`src/rtl/serial_pkg.sv`:
```
// Shared UART definitions: receiver state encoding and the bit-timing helper
// used by both send_serial and recv_serial so the two ends agree on timing.
package serial_pkg;

  typedef enum logic [2:0] {
    IDLE,
    START,
    DATA,
    PARITY,
    STOP,
    BREAK
  } rx_state_t;

  function automatic int unsigned clks_per_bit(input int unsigned freq, input int unsigned baud);
    return freq / baud;
  endfunction

endpackage

```
`src/rtl/sync_2ff.sv`:
```
// Two-flop synchronizer for a single asynchronous input bit; RST_VAL sets the
// value both flops take in reset (1 for an idle-high serial line).
module sync_2ff #(
  parameter logic RST_VAL = 1'b1
) (
  input  logic clk,
  input  logic rst,
  input  logic d,
  output logic q
);

  logic meta_q;
  logic sync_q;

  always_ff @(posedge clk or posedge rst) begin
    if (rst) begin
      meta_q <= RST_VAL;
      sync_q <= RST_VAL;
    end else begin
      meta_q <= d;
      sync_q <= meta_q;
    end
  end

  assign q = sync_q;

endmodule

```
`src/rtl/recv_serial.sv`:
```
// UART receiver, 8N1 LSB first, idle-high line, mid-bit sampling.
// Define RECV_SERIAL_PARITY_EN for an 8E1/8O1 frame (PARITY_ODD selects odd).
module recv_serial
  import serial_pkg::*;
#(
  parameter int unsigned CLK_FREQ   = 100_000_000,
  parameter int unsigned BAUD       = 115_200,
  parameter bit          PARITY_ODD = 1'b0
) (
  input  logic       clk,
  input  logic       rst,
  input  logic       data_in,
  output logic [7:0] data_out,
  output logic       valid,
  output logic       frame_err,
  output logic       parity_err,
  output logic       busy
);

  localparam int unsigned CLKS_PER_BIT = clks_per_bit(CLK_FREQ, BAUD);
  localparam int unsigned HALF_BIT     = CLKS_PER_BIT / 2;
  localparam int unsigned CNT_W        = $clog2(CLKS_PER_BIT);
  localparam logic [CNT_W-1:0] CNT_LAST = CNT_W'(CLKS_PER_BIT - 1);
  localparam logic [CNT_W-1:0] CNT_HALF = CNT_W'(HALF_BIT - 1);

`ifdef RECV_SERIAL_PARITY_EN
  localparam bit PARITY_EN = 1'b1;
`else
  localparam bit PARITY_EN = 1'b0;
`endif

  logic             rx_s;
  rx_state_t        state_q, state_d;
  logic [CNT_W-1:0] cnt_q, cnt_d;
  logic [2:0]       bit_idx_q, bit_idx_d;
  logic [7:0]       shreg_q, shreg_d;
  logic             par_q, par_d;
  logic [7:0]       data_out_q, data_out_d;
  logic             valid_q, valid_d;
  logic             frame_err_q, frame_err_d;
  logic             parity_err_q, parity_err_d;
  logic             par_ok;

  sync_2ff #(.RST_VAL(1'b1)) u_sync (
    .clk (clk),
    .rst (rst),
    .d   (data_in),
    .q   (rx_s)
  );

  assign par_ok = (((^shreg_q) ^ PARITY_ODD) == par_q);

  always_comb begin
    state_d      = state_q;
    cnt_d        = cnt_q;
    bit_idx_d    = bit_idx_q;
    shreg_d      = shreg_q;
    par_d        = par_q;
    data_out_d   = data_out_q;
    valid_d      = 1'b0;
    frame_err_d  = 1'b0;
    parity_err_d = 1'b0;

    unique case (state_q)
      IDLE: begin
        cnt_d = '0;
        if (!rx_s) state_d = START;
      end
      START: begin
        if (cnt_q == CNT_HALF) begin
          cnt_d     = '0;
          bit_idx_d = '0;
          state_d   = rx_s ? IDLE : DATA;
        end else begin
          cnt_d = cnt_q + CNT_W'(1);
        end
      end
      DATA: begin
        if (cnt_q == CNT_LAST) begin
          cnt_d   = '0;
          shreg_d = {rx_s, shreg_q[7:1]};
          if (bit_idx_q == 3'd7) state_d = PARITY_EN ? PARITY : STOP;
          else                   bit_idx_d = bit_idx_q + 3'd1;
        end else begin
          cnt_d = cnt_q + CNT_W'(1);
        end
      end
      PARITY: begin
        if (cnt_q == CNT_LAST) begin
          cnt_d   = '0;
          par_d   = rx_s;
          state_d = STOP;
        end else begin
          cnt_d = cnt_q + CNT_W'(1);
        end
      end
      STOP: begin
        // Decided at the stop-bit centre so the next start edge lands in IDLE.
        if (cnt_q == CNT_LAST) begin
          cnt_d = '0;
          if (!rx_s) begin
            frame_err_d = 1'b1;
            state_d     = BREAK;
          end else if (!PARITY_EN || par_ok) begin
            data_out_d = shreg_q;
            valid_d    = 1'b1;
            state_d    = IDLE;
          end else begin
            parity_err_d = 1'b1;
            state_d      = IDLE;
          end
        end else begin
          cnt_d = cnt_q + CNT_W'(1);
        end
      end
      BREAK: begin
        cnt_d = '0;
        if (rx_s) state_d = IDLE;
      end
      default: state_d = IDLE;
    endcase
  end

  always_ff @(posedge clk or posedge rst) begin
    if (rst) begin
      state_q      <= IDLE;
      cnt_q        <= '0;
      bit_idx_q    <= '0;
      shreg_q      <= '0;
      par_q        <= 1'b0;
      data_out_q   <= '0;
      valid_q      <= 1'b0;
      frame_err_q  <= 1'b0;
      parity_err_q <= 1'b0;
    end else begin
      state_q      <= state_d;
      cnt_q        <= cnt_d;
      bit_idx_q    <= bit_idx_d;
      shreg_q      <= shreg_d;
      par_q        <= par_d;
      data_out_q   <= data_out_d;
      valid_q      <= valid_d;
      frame_err_q  <= frame_err_d;
      parity_err_q <= parity_err_d;
    end
  end

  assign data_out   = data_out_q;
  assign valid      = valid_q;
  assign frame_err  = frame_err_q;
  assign parity_err = parity_err_q;
  assign busy       = (state_q != IDLE);

endmodule

```
`config.mk`:
```
export PLATFORM = sky130hd
export DESIGN_NAME = recv_serial
export DESIGN_NICKNAME = d
export VERILOG_FILES = /design/src/rtl/serial_pkg.sv /design/src/rtl/sync_2ff.sv /design/src/rtl/recv_serial.sv
export SDC_FILE = /design/constraint.sdc
export NUM_CORES = 1
export LEC_CHECK = 0
export CAP_MARGIN = 15
export CORE_MARGIN = 1
export CORE_UTILIZATION = 50
export CTS_BUF_LIST = sky130_fd_sc_hd__clkbuf_4 sky130_fd_sc_hd__clkbuf_8
export CTS_CLUSTER_DIAMETER = 100
export DETAILED_ROUTE_END_ITERATION = 8
export MAX_ROUTING_LAYER = met4
export PLACE_DENSITY_LB_ADDON = 0.15
export SYNTH_ARGS = -nofsm -noshare
export SYNTH_HDL_FRONTEND = slang
export SYNTH_SLANG_ARGS = --single-unit
export TNS_END_PERCENT = 10
```
`constraint.sdc`:
```
create_clock -name clk -period 2.5 [get_ports clk]
set_input_delay 0.5 -clock clk [delete_from_list [all_inputs] [get_ports clk]]
set_output_delay 0.5 -clock clk [all_outputs]
set_load 0.05 [all_outputs]
```
==> results of run 1 <==
[metal layers]
metal	global-route usage (%)	vias to the layer above	wire, um
li1	-	655	-
met1	28.4	698	1680
met2	32.4	32	1870
met3	5.62	2	162
met4	5.97	0	8
met5	-	-	0
[power groups by stage]
stage	logic, mW	registers [mW]	clock network (mW)
6_report	0.0200	0.587	0.505
5_1_grt	0.0233	0.587	0.542
4_1_cts	0.0210	0.587	0.519
3_5_place_dp	0.0209	0.598	0
3_3_place_gp	0.0205	0.598	0
2_1_floorplan	0.0143	0.597	0
[logic make-up (layout without fill, tap and decap cells)]
family | count (synthesis) | in the layout | share of synthesized area (%)
AOI/OAI and AO/OA | 29 | 29 | 11.5
muxes | 18 | 18 | 10.7
buffers and inverters | 18 | 32 | 5.10
adders and majority gates | 4 | 4 | 2.65
and+or+nand+nor | 57 | 57 | 19.8
DFF | 36 | 36 | 47.8
other | 1 | 1 | 0.198
xor gates and xnor gates | 5 | 5 | 2.32
[critical path, cell delays in order (launching register included)]
cell and delay, ps:
dfrtp_1 610, nor2_1 110, nand2_1 80, clkdlybuf4s50_1 790
[worst max path at each step]
stage,from,to,slack (ps)
6_report,state_q[1]$_DFFE_PP0P_,busy,110
5_1_grt,state_q[1]$_DFFE_PP0P_,busy,30
4_1_cts,state_q[1]$_DFFE_PP0P_,busy,110
3_5_place_dp,cnt_q[0]$_DFFE_PP0P_,shreg_q[6]$_DFFE_PP0P_,410
3_3_place_gp,state_q[1]$_DFFE_PP0P_,busy,440
2_1_floorplan,cnt_q[0]$_DFFE_PP0P_,shreg_q[0]$_DFFE_PP0P_,660
[placed cells by master (no fill, tap or decap), types with 2 or more instances in the layout]
master	instances
dfrtp_1	34
mux2_2	17
clkdlybuf4s50_1	13
nand4_1	9
inv_1	8
nand2_1	8
nor3_1	8
o21ai_0	6
nor2_1	5
clkbuf_8	5
and2_1	4
xor2_1	4
ha_1	4
nand3_1	3
a21oi_1	3
o41ai_1	3
buf_4	3
and3b_1	2
a31oi_1	2
nor2b_1	2
o2111ai_1	2
a32oi_1	2
or3b_2	2
nor4_1	2
a22o_1	2
or3_1	2
dfstp_2	2
[registers in the layout, summed over array words and instances (netlist names)]
register and count:
cnt_q 10, u_sync.q 1, bit_idx_q 3, state_q 3, u_sync.meta_q 1, data_out 8
shreg_q 8, valid 1, frame_err 1
[layout make-up]
class / instances / area, um2 / share of cell area, %
Inverter: 8 / 30.0 / 1.40
Timing Repair Buffer: 16 / 153 / 7.12
Clock inverter: 2 / 35.0 / 1.63
Tap cell: 46 / 57.6 / 2.68
Multi-Input combinational cell: 114 / 890 / 41.5
Sequential cell: 36 / 903 / 42.1
Clock buffer: 6 / 76.3 / 3.56
==> flow_metrics.py, run 1 <==
metrics = {
    "pwr": {
        "cellPowerDensity_nw_per_um2": 519,
        "seqPwrFrac_pct": 52.8,
        "swShare_pct": 19.4,
        "switchingPower_mw": 0.216,
        "peakVddDrop_mv": 0.444,
        "p_clk_share_pct": 45.5,
        "p_int_mw": 0.896,
        "pwr-share-comb_pct": 1.8,
        "p_leak_nw": 0.964,
        "total_power_mw": 1.11,
    },
    "cts": {
        "clk_root_buffer_cell": "clkbuf_8",
        "clkLatencyLatePin_ps": 280,
        "postCtsSetupRepairBufs": 0,
        "cts.repair.resized": 0,
        "clockBufferDepth": 2,
        "cts_sinks": 36,
        "htree_levels": 2,
        "clk_pin_slew_ps": 70,
        "tritoncts": "built",
        "ctsHoldBuffers": 0,
        "cts_buffers": 5,
    },
    "finish": {
        "nFillCells": 286,
        "stdcell_count": 228,
        "utilization_pct": 61.8,
        "area_growth_pct": 13.5,
        "fin_nets": 188,
        "drive_gt1_share_pct": 22.5,
        "diodes": 0,
        "finalInstanceArea_um2": 2140,
    },
    "detailed_routing": {
        "wire_per_inst_um": 16.3,
        "vias_per_cell": 6.08,
        "routed_wl_mm": 3.73,
        "drt_drc_violations_left": 0,
        "drt_iter0_drc": 123,
        "ant_nets": 0,
        "dr.pass1.iters": 4,
        "dr_total_vias": 1387,
    },
    "global_routing": {
        "antenna_found_initial": 0,
        "grt_max_degree": 37,
        "grt_pass1_vias": 1276,
        "grt_pass1_wl_mm": 6.42,
        "grt-ovfl-total": 0,
        "track_usage_pct": 21.4,
    },
    "synth": {
        "synth_common_cells": "dfrtp_1, mux2_2, nand4_1",
        "synth_top_area_cell": "dfrtp_1",
        "yosysWarnings": 0,
        "syn_nets": 175,
        "synth_edf_count": 0,
        "ys_seq_area_share_pct": 47.8,
        "synthCells": 168,
        "synth.avg_cell_area_um2": 11.2,
        "async_reset_ff_share_pct": 100,
        "ys_ff_latch": 36,
        "synthFlopType": "dfrtp_1",
        "syn_area_um2": 1890,
        "yosysMostFrequentCell": "dfrtp_1",
        "synth_top_area_share_pct": 45.0,
        "yosys-top-cells-area": "dfrtp_1, mux2_2, nand4_1",
        "synth_cell_type_count": 51,
    },
    "setup_path": {
        "worstReg2RegEnd": "shreg_q[6]$_DFFE_PP0P_",
        "ff2ff_path_depth": 5,
        "crit_type": "reg2out",
        "critPathCaptureType": "output pin",
        "ff2ff_setup_slack_ps": 380,
        "start_kind": "flip-flop",
        "reg2reg_from": "cnt_q[0]$_DFFE_PP0P_",
        "cp_max_fo": 14,
        "cp.arrival_ps": 1890,
        "cp_data_required_time_ps": 2000,
    },
    "placement": {
        "place.gp.congestion": 0.868,
        "port_buffers": 13,
        "dpl_cell_area_um2": 2030,
        "post-place-cells": 220,
        "post-place-ws_ps": 412,
        "dp_hpwl_mm": 2.64,
    },
    "sta": {
        "fmax_mhz": 419,
        "tns_ps": 0,
        "rsz0062_at_grt": "false",
        "skew_ps": 6.81,
        "period_share_pct": 95.5,
        "setup_violations": 0,
        "hold_violations": 0,
        "worst_slew_pin_slew_ps": 591,
        "drv_slew": 0,
        "hold_slack_ps": 360,
        "setup_ws_ps": 112,
        "max_slew_margin_pct": 60.2,
        "fin_crit_ps": 2390,
    },
    "job": {
        "maxCapViolations": 0,
    },
    "floorplanning": {
        "dieArea_um2": 4030,
        "core_area_um2": 3470,
        "num_rows": 21,
        "die_w_um": 63.5,
        "ioPinCount": 15,
        "initial_utilization_pct": 54.5,
        "die_h_um": 63.5,
    },
    "min_path": {
        "holdPathEnd": "u_sync.q$_DFF_PP1_",
        "hp-class": "reg2reg",
        "min_path_cells": 0,
        "hp-start": "u_sync.meta_q$_DFF_PP1_",
    },
    "outcome": {
        "status": "finished, final reports clean",
    },
}
No activity file was read; power rests on OpenSTA's default activity.
==> run 2: changes to the inputs <==
- clock period: 2.5 -> 3.09 ns (I/O delays scaled with it)
==> flow_metrics.py, run 2 (same netlist as run 1, synthesis figures left out) <==
metrics = {
    "floorplanning": {
        "dieArea_um2": 4030,
        "ioPinCount": 15,
        "die_w_um": 63.5,
        "num_rows": 21,
        "initial_utilization_pct": 54.5,
        "die_h_um": 63.5,
        "core_area_um2": 3470,
    },
    "detailed_routing": {
        "vias_per_cell": 6.15,
        "drt_drc_violations_left": 0,
        "dr.pass1.iters": 4,
        "wire_per_inst_um": 15.6,
        "routed_wl_mm": 3.52,
        "ant_nets": 0,
        "dr_total_vias": 1390,
        "drt_iter0_drc": 81,
    },
    "cts": {
        "tritoncts": "built",
        "clockBufferDepth": 2,
        "clk_root_buffer_cell": "clkbuf_8",
        "htree_levels": 2,
        "postCtsSetupRepairBufs": 0,
        "clk_pin_slew_ps": 70,
        "cts_sinks": 36,
        "cts_buffers": 5,
        "clkLatencyLatePin_ps": 290,
        "ctsHoldBuffers": 0,
        "cts.repair.resized": 0,
    },
    "finish": {
        "area_growth_pct": 12.0,
        "finalInstanceArea_um2": 2120,
        "nFillCells": 313,
        "fin_nets": 186,
        "layout_common_cells": "dfrtp_1, mux2_2, clkdlybuf4s50_1",
        "drive_gt1_share_pct": 21.7,
        "layout_commonest_cell": "dfrtp_1",
        "largest_reg_flops": 10,
        "stdcell_count": 226,
        "diodes": 0,
        "largest_register": "cnt_q",
    },
    "setup_path": {
        "cp_slowest_cell": "clkdlybuf4s50_1",
        "cp_data_required_time_ps": 2470,
        "ff2ff_setup_slack_ps": 890,
        "cp_max_fo": 13,
        "start_kind": "flip-flop",
        "crit_type": "reg2out",
        "cp.arrival_ps": 1950,
        "critPathCaptureType": "output pin",
        "critPathBufInv": 2,
        "critical-path-top-delay-family": "buffers and inverters",
        "cpPeakStageDelay_ps": 790,
        "critical_path.cell_chain": "inv_1, nand2_1, clkdlybuf4s50_1",
    },
    "global_routing": {
        "met3_usage_pct": 6.16,
        "gr-max-usage-layer": "met2",
        "grt_pass1_vias": 1337,
        "grt_pass1_wl_mm": 6.24,
        "use_met2_pct": 30.7,
        "gr-usage-met1_pct": 27.3,
        "grt_max_degree": 37,
        "antenna_found_initial": 0,
        "track_usage_pct": 21.0,
        "grt-ovfl-total": 0,
    },
    "outcome": {
        "status": "finished, final reports clean",
    },
    "pwr": {
        "p_leak_nw": 0.944,
        "cellPowerDensity_nw_per_um2": 398,
        "peakVddDrop_mv": 0.358,
    },
    "sta": {
        "fin_crit_ps": 2570,
        "skew_ps": 8.64,
        "hold_violations": 0,
        "max_slew_margin_pct": 66.5,
        "rsz0062_at_grt": "false",
        "drv_slew": 0,
        "worst_slew_pin_slew_ps": 501,
        "fmax_mhz": 389,
        "setup_violations": 0,
        "period_share_pct": 83.2,
        "tns_ps": 0,
    },
    "placement": {
        "dp_hpwl_mm": 2.56,
        "post-place-cells": 218,
        "port_buffers": 13,
        "place.gp.congestion": 0.975,
        "dpl_cell_area_um2": 2020,
    },
    "min_path": {
        "hp-class": "reg2reg",
    },
    "job": {
        "maxCapViolations": 0,
    },
}
run 2: cell types whose count changed in the layout (fill, tap and decap cells not counted), sizes merged:
cell	delta
clkbuf	+1
bufinv	-1
buf	-2
clkinvlp	+1
clkinv	-1
run 2: final timing paths:
path                       cells past startpoint                      end                    start
min                                            0       u_sync.q$_DFF_PP1_  u_sync.meta_q$_DFF_PP1_
max in group asynchronous                      3  u_sync.meta_q$_DFF_PP1_                      rst
min reg2reg                                    0       u_sync.q$_DFF_PP1_  u_sync.meta_q$_DFF_PP1_
max                                            3                     busy   state_q[0]$_DFFE_PP0P_
min in group asynchronous                      3  data_out[3]$_DFFE_PP0P_                      rst
max reg2reg                                    5   shreg_q[7]$_DFFE_PP0P_     cnt_q[0]$_DFFE_PP0P_
run 2: per-stage QoR:
| stage | worst slack [ps] | utilization, % | power [mW] | hold WS, ps |
|---|---|---|---|---|
| finish | 518 | 61.0 | 0.841 | 356 |
| global route | 423 | 61.0 | 0.879 | 366 |
| CTS | 504 | 61.0 | 0.854 | 359 |
| detailed placement | 828 | 58.2 | 0.500 | 348 |
| global placement | 855 | 58.2 | 0.500 | 346 |
| floorplan | 1250 | - | 0.495 | 345 |
run 2: area by class of cell:
class	count	area [um2]	area share, %
Clock buffer	7	90.1	4.26
Inverter	8	30.0	1.42
Timing Repair Buffer	14	138	6.51
Multi-Input combinational cell	114	890	42.0
Sequential cell	36	903	42.7
Clock inverter	1	7.51	0.355
Tap cell	46	57.6	2.72
run 2: power breakdown:
group | switching, mW | internal, mW | leakage [nW]
Sequential | 0.00128 | 0.474 | 0.481
Combinational | 0.0127 | 0.00344 | 0.415
Clock | 0.161 | 0.190 | 0.0479
run 2: routing by layer:
layer	share of wire, %	vias up	wire length [um]
li1	-	651	-
met1	44	688	1560
met2	48	44	1700
met3	6.2	7	220
met4	1.4	0	49
met5	0	-	0
==> run 3: changes to the inputs <==
- clock period: 3.09 -> 2.1 ns (I/O delays scaled with it)
==> flow_metrics.py, run 3 (same netlist as run 1, synthesis figures left out) <==
metrics = {
    "cts": {
        "cts_sinks": 36,
        "postCtsSetupRepairBufs": 0,
        "clockBufferDepth": 2,
        "ctsHoldBuffers": 0,
        "clk_pin_slew_ps": 70,
        "cts_buffers": 5,
        "htree_levels": 2,
        "clkLatencyLatePin_ps": 280,
        "cts.repair.resized": 0,
        "clk_root_buffer_cell": "clkbuf_8",
        "tritoncts": "built",
    },
    "floorplanning": {
        "initial_utilization_pct": 54.5,
        "core_area_um2": 3470,
        "die_h_um": 63.5,
        "die_w_um": 63.5,
        "num_rows": 21,
        "dieArea_um2": 4030,
        "ioPinCount": 15,
    },
    "min_path": {
        "hp-class": "reg2reg",
        "min_path_cells": 0,
    },
    "sta": {
        "skew_ps": 9.33,
        "drv_slew": 0,
        "setup_violations": 0,
        "hold_violations": 0,
        "max_slew_margin_pct": 65.5,
        "fmax_mhz": 505,
        "fin_crit_ps": 1980,
        "worst_slew_pin_slew_ps": 515,
        "tns_ps": 0,
        "rsz0062_at_grt": "false",
        "period_share_pct": 94.4,
    },
    "finish": {
        "layout_commonest_cell": "dfrtp_1",
        "fin_nets": 192,
        "diodes": 0,
        "largest_reg_flops": 10,
        "drive_gt1_share_pct": 24.7,
        "area_growth_pct": 15.6,
        "utilization_pct": 63.0,
        "nFillCells": 293,
        "largest_register": "cnt_q",
        "layout_common_cells": "dfrtp_1, mux2_2, clkdlybuf4s50_1",
    },
    "pwr": {
        "p_leak_nw": 0.982,
        "seqPwrFrac_pct": 56.1,
        "pwr-share-comb_pct": 1.9,
        "total_power_mw": 1.24,
        "cellPowerDensity_nw_per_um2": 570,
        "p_int_mw": 0.981,
        "p_clk_share_pct": 42.0,
        "swShare_pct": 21.1,
        "switchingPower_mw": 0.263,
        "peakVddDrop_mv": 0.503,
    },
    "setup_path": {
        "cp_data_required_time_ps": 2260,
        "crit_type": "reg2reg",
        "critPathCaptureType": "flip-flop",
        "critical_path.cell_chain": "ha_1, and3b_1, and3_2, nand4_2, mux2_2",
        "cp_slowest_cell": "dfrtp_1",
        "cp_max_fo": 8,
        "start_kind": "flip-flop",
        "ff2ff_path_depth": 5,
        "cpPeakStageDelay_ps": 430,
        "cp.arrival_ps": 2150,
    },
    "global_routing": {
        "grt_pass1_vias": 1328,
        "grt_max_degree": 37,
        "track_usage_pct": 21.0,
        "grt-ovfl-total": 0,
        "antenna_found_initial": 0,
        "grt_pass1_wl_mm": 6.35,
    },
    "detailed_routing": {
        "routed_wl_mm": 3.67,
        "ant_nets": 0,
        "dr.pass1.iters": 4,
        "dr_total_vias": 1379,
        "drt_drc_violations_left": 0,
        "drt_iter0_drc": 102,
        "wire_per_inst_um": 15.8,
        "vias_per_cell": 5.94,
    },
    "placement": {
        "dp_hpwl_mm": 2.61,
        "port_buffers": 13,
        "place.gp.congestion": 0.914,
    },
    "job": {
        "maxCapViolations": 0,
    },
    "outcome": {
        "status": "finished, final reports clean",
    },
}
[run 3: changes by cell type in the layout (fill, tap and decap cells not counted), sizes merged]
cell / delta
buf: +7
clkdlybuf4s50: -1
[run 3: final timing paths]
check | startpoint | endpoint | slack (ps)
min reg2reg | u_sync.meta_q$_DFF_PP1_ | u_sync.q$_DFF_PP1_ | 360
min | u_sync.meta_q$_DFF_PP1_ | u_sync.q$_DFF_PP1_ | 360
min in group asynchronous | rst | cnt_q[6]$_DFFE_PP0P_ | 540
max in group asynchronous | rst | u_sync.q$_DFF_PP1_ | 1210
max | cnt_q[0]$_DFFE_PP0P_ | data_out[5]$_DFFE_PP0P_ | 120
max reg2reg | cnt_q[0]$_DFFE_PP0P_ | data_out[5]$_DFFE_PP0P_ | 120
[run 3: critical path, delay by kind of cell (launching register included)]
kind / cells / cell delay [ps]
simple gates: 3 / 850
mux: 1 / 370
fa+ha+maj: 1 / 230
flops: 1 / 430
[run 3: layer usage]
| layer | share of wire, % | vias to the layer above | track usage (%) |
|---|---|---|---|
| li1 | - | 660 | - |
| met1 | 50 | 679 | 31.3 |
| met2 | 45 | 36 | 28.7 |
| met3 | 4.2 | 4 | 3.80 |
| met4 | 0.74 | 0 | 6.82 |
| met5 | 0 | - | - |
[run 3: metrics by stage]
step / hold WS [ps] / setup WS (ps) / instances / cell area, um2
2_1_floorplan: 345 / 257 / 168 / 1890
3_3_place_gp: 347 / 161 / 223 / 2070
3_5_place_dp: 351 / 64.8 / 223 / 2070
4_1_cts: 367 / 44.6 / 231 / 2160
5_1_grt: 366 / 10.8 / 232 / 2180
6_report: 358 / 118 / 232 / 2180
[run 3: cell type report]
type                            instances  area, um2  area share [%]
Multi-Input combinational cell        114        890            40.7
Inverter                                8       30.0            1.38
Tap cell                               46       57.6            2.64
Clock inverter                          1       7.51           0.344
Sequential cell                        36        903            41.4
Clock buffer                            7       90.1            4.13
Timing Repair Buffer                   20        205            9.40
[run 3: power groups by stage]
stage | combinational, mW | clock, mW | sequential [mW]
global placement | 0.0241 | 0 | 0.712
CTS | 0.0250 | 0.540 | 0.698
finish | 0.0237 | 0.522 | 0.698
detailed placement | 0.0251 | 0 | 0.712
floorplan | 0.0170 | 0 | 0.711
global route | 0.0274 | 0.569 | 0.698
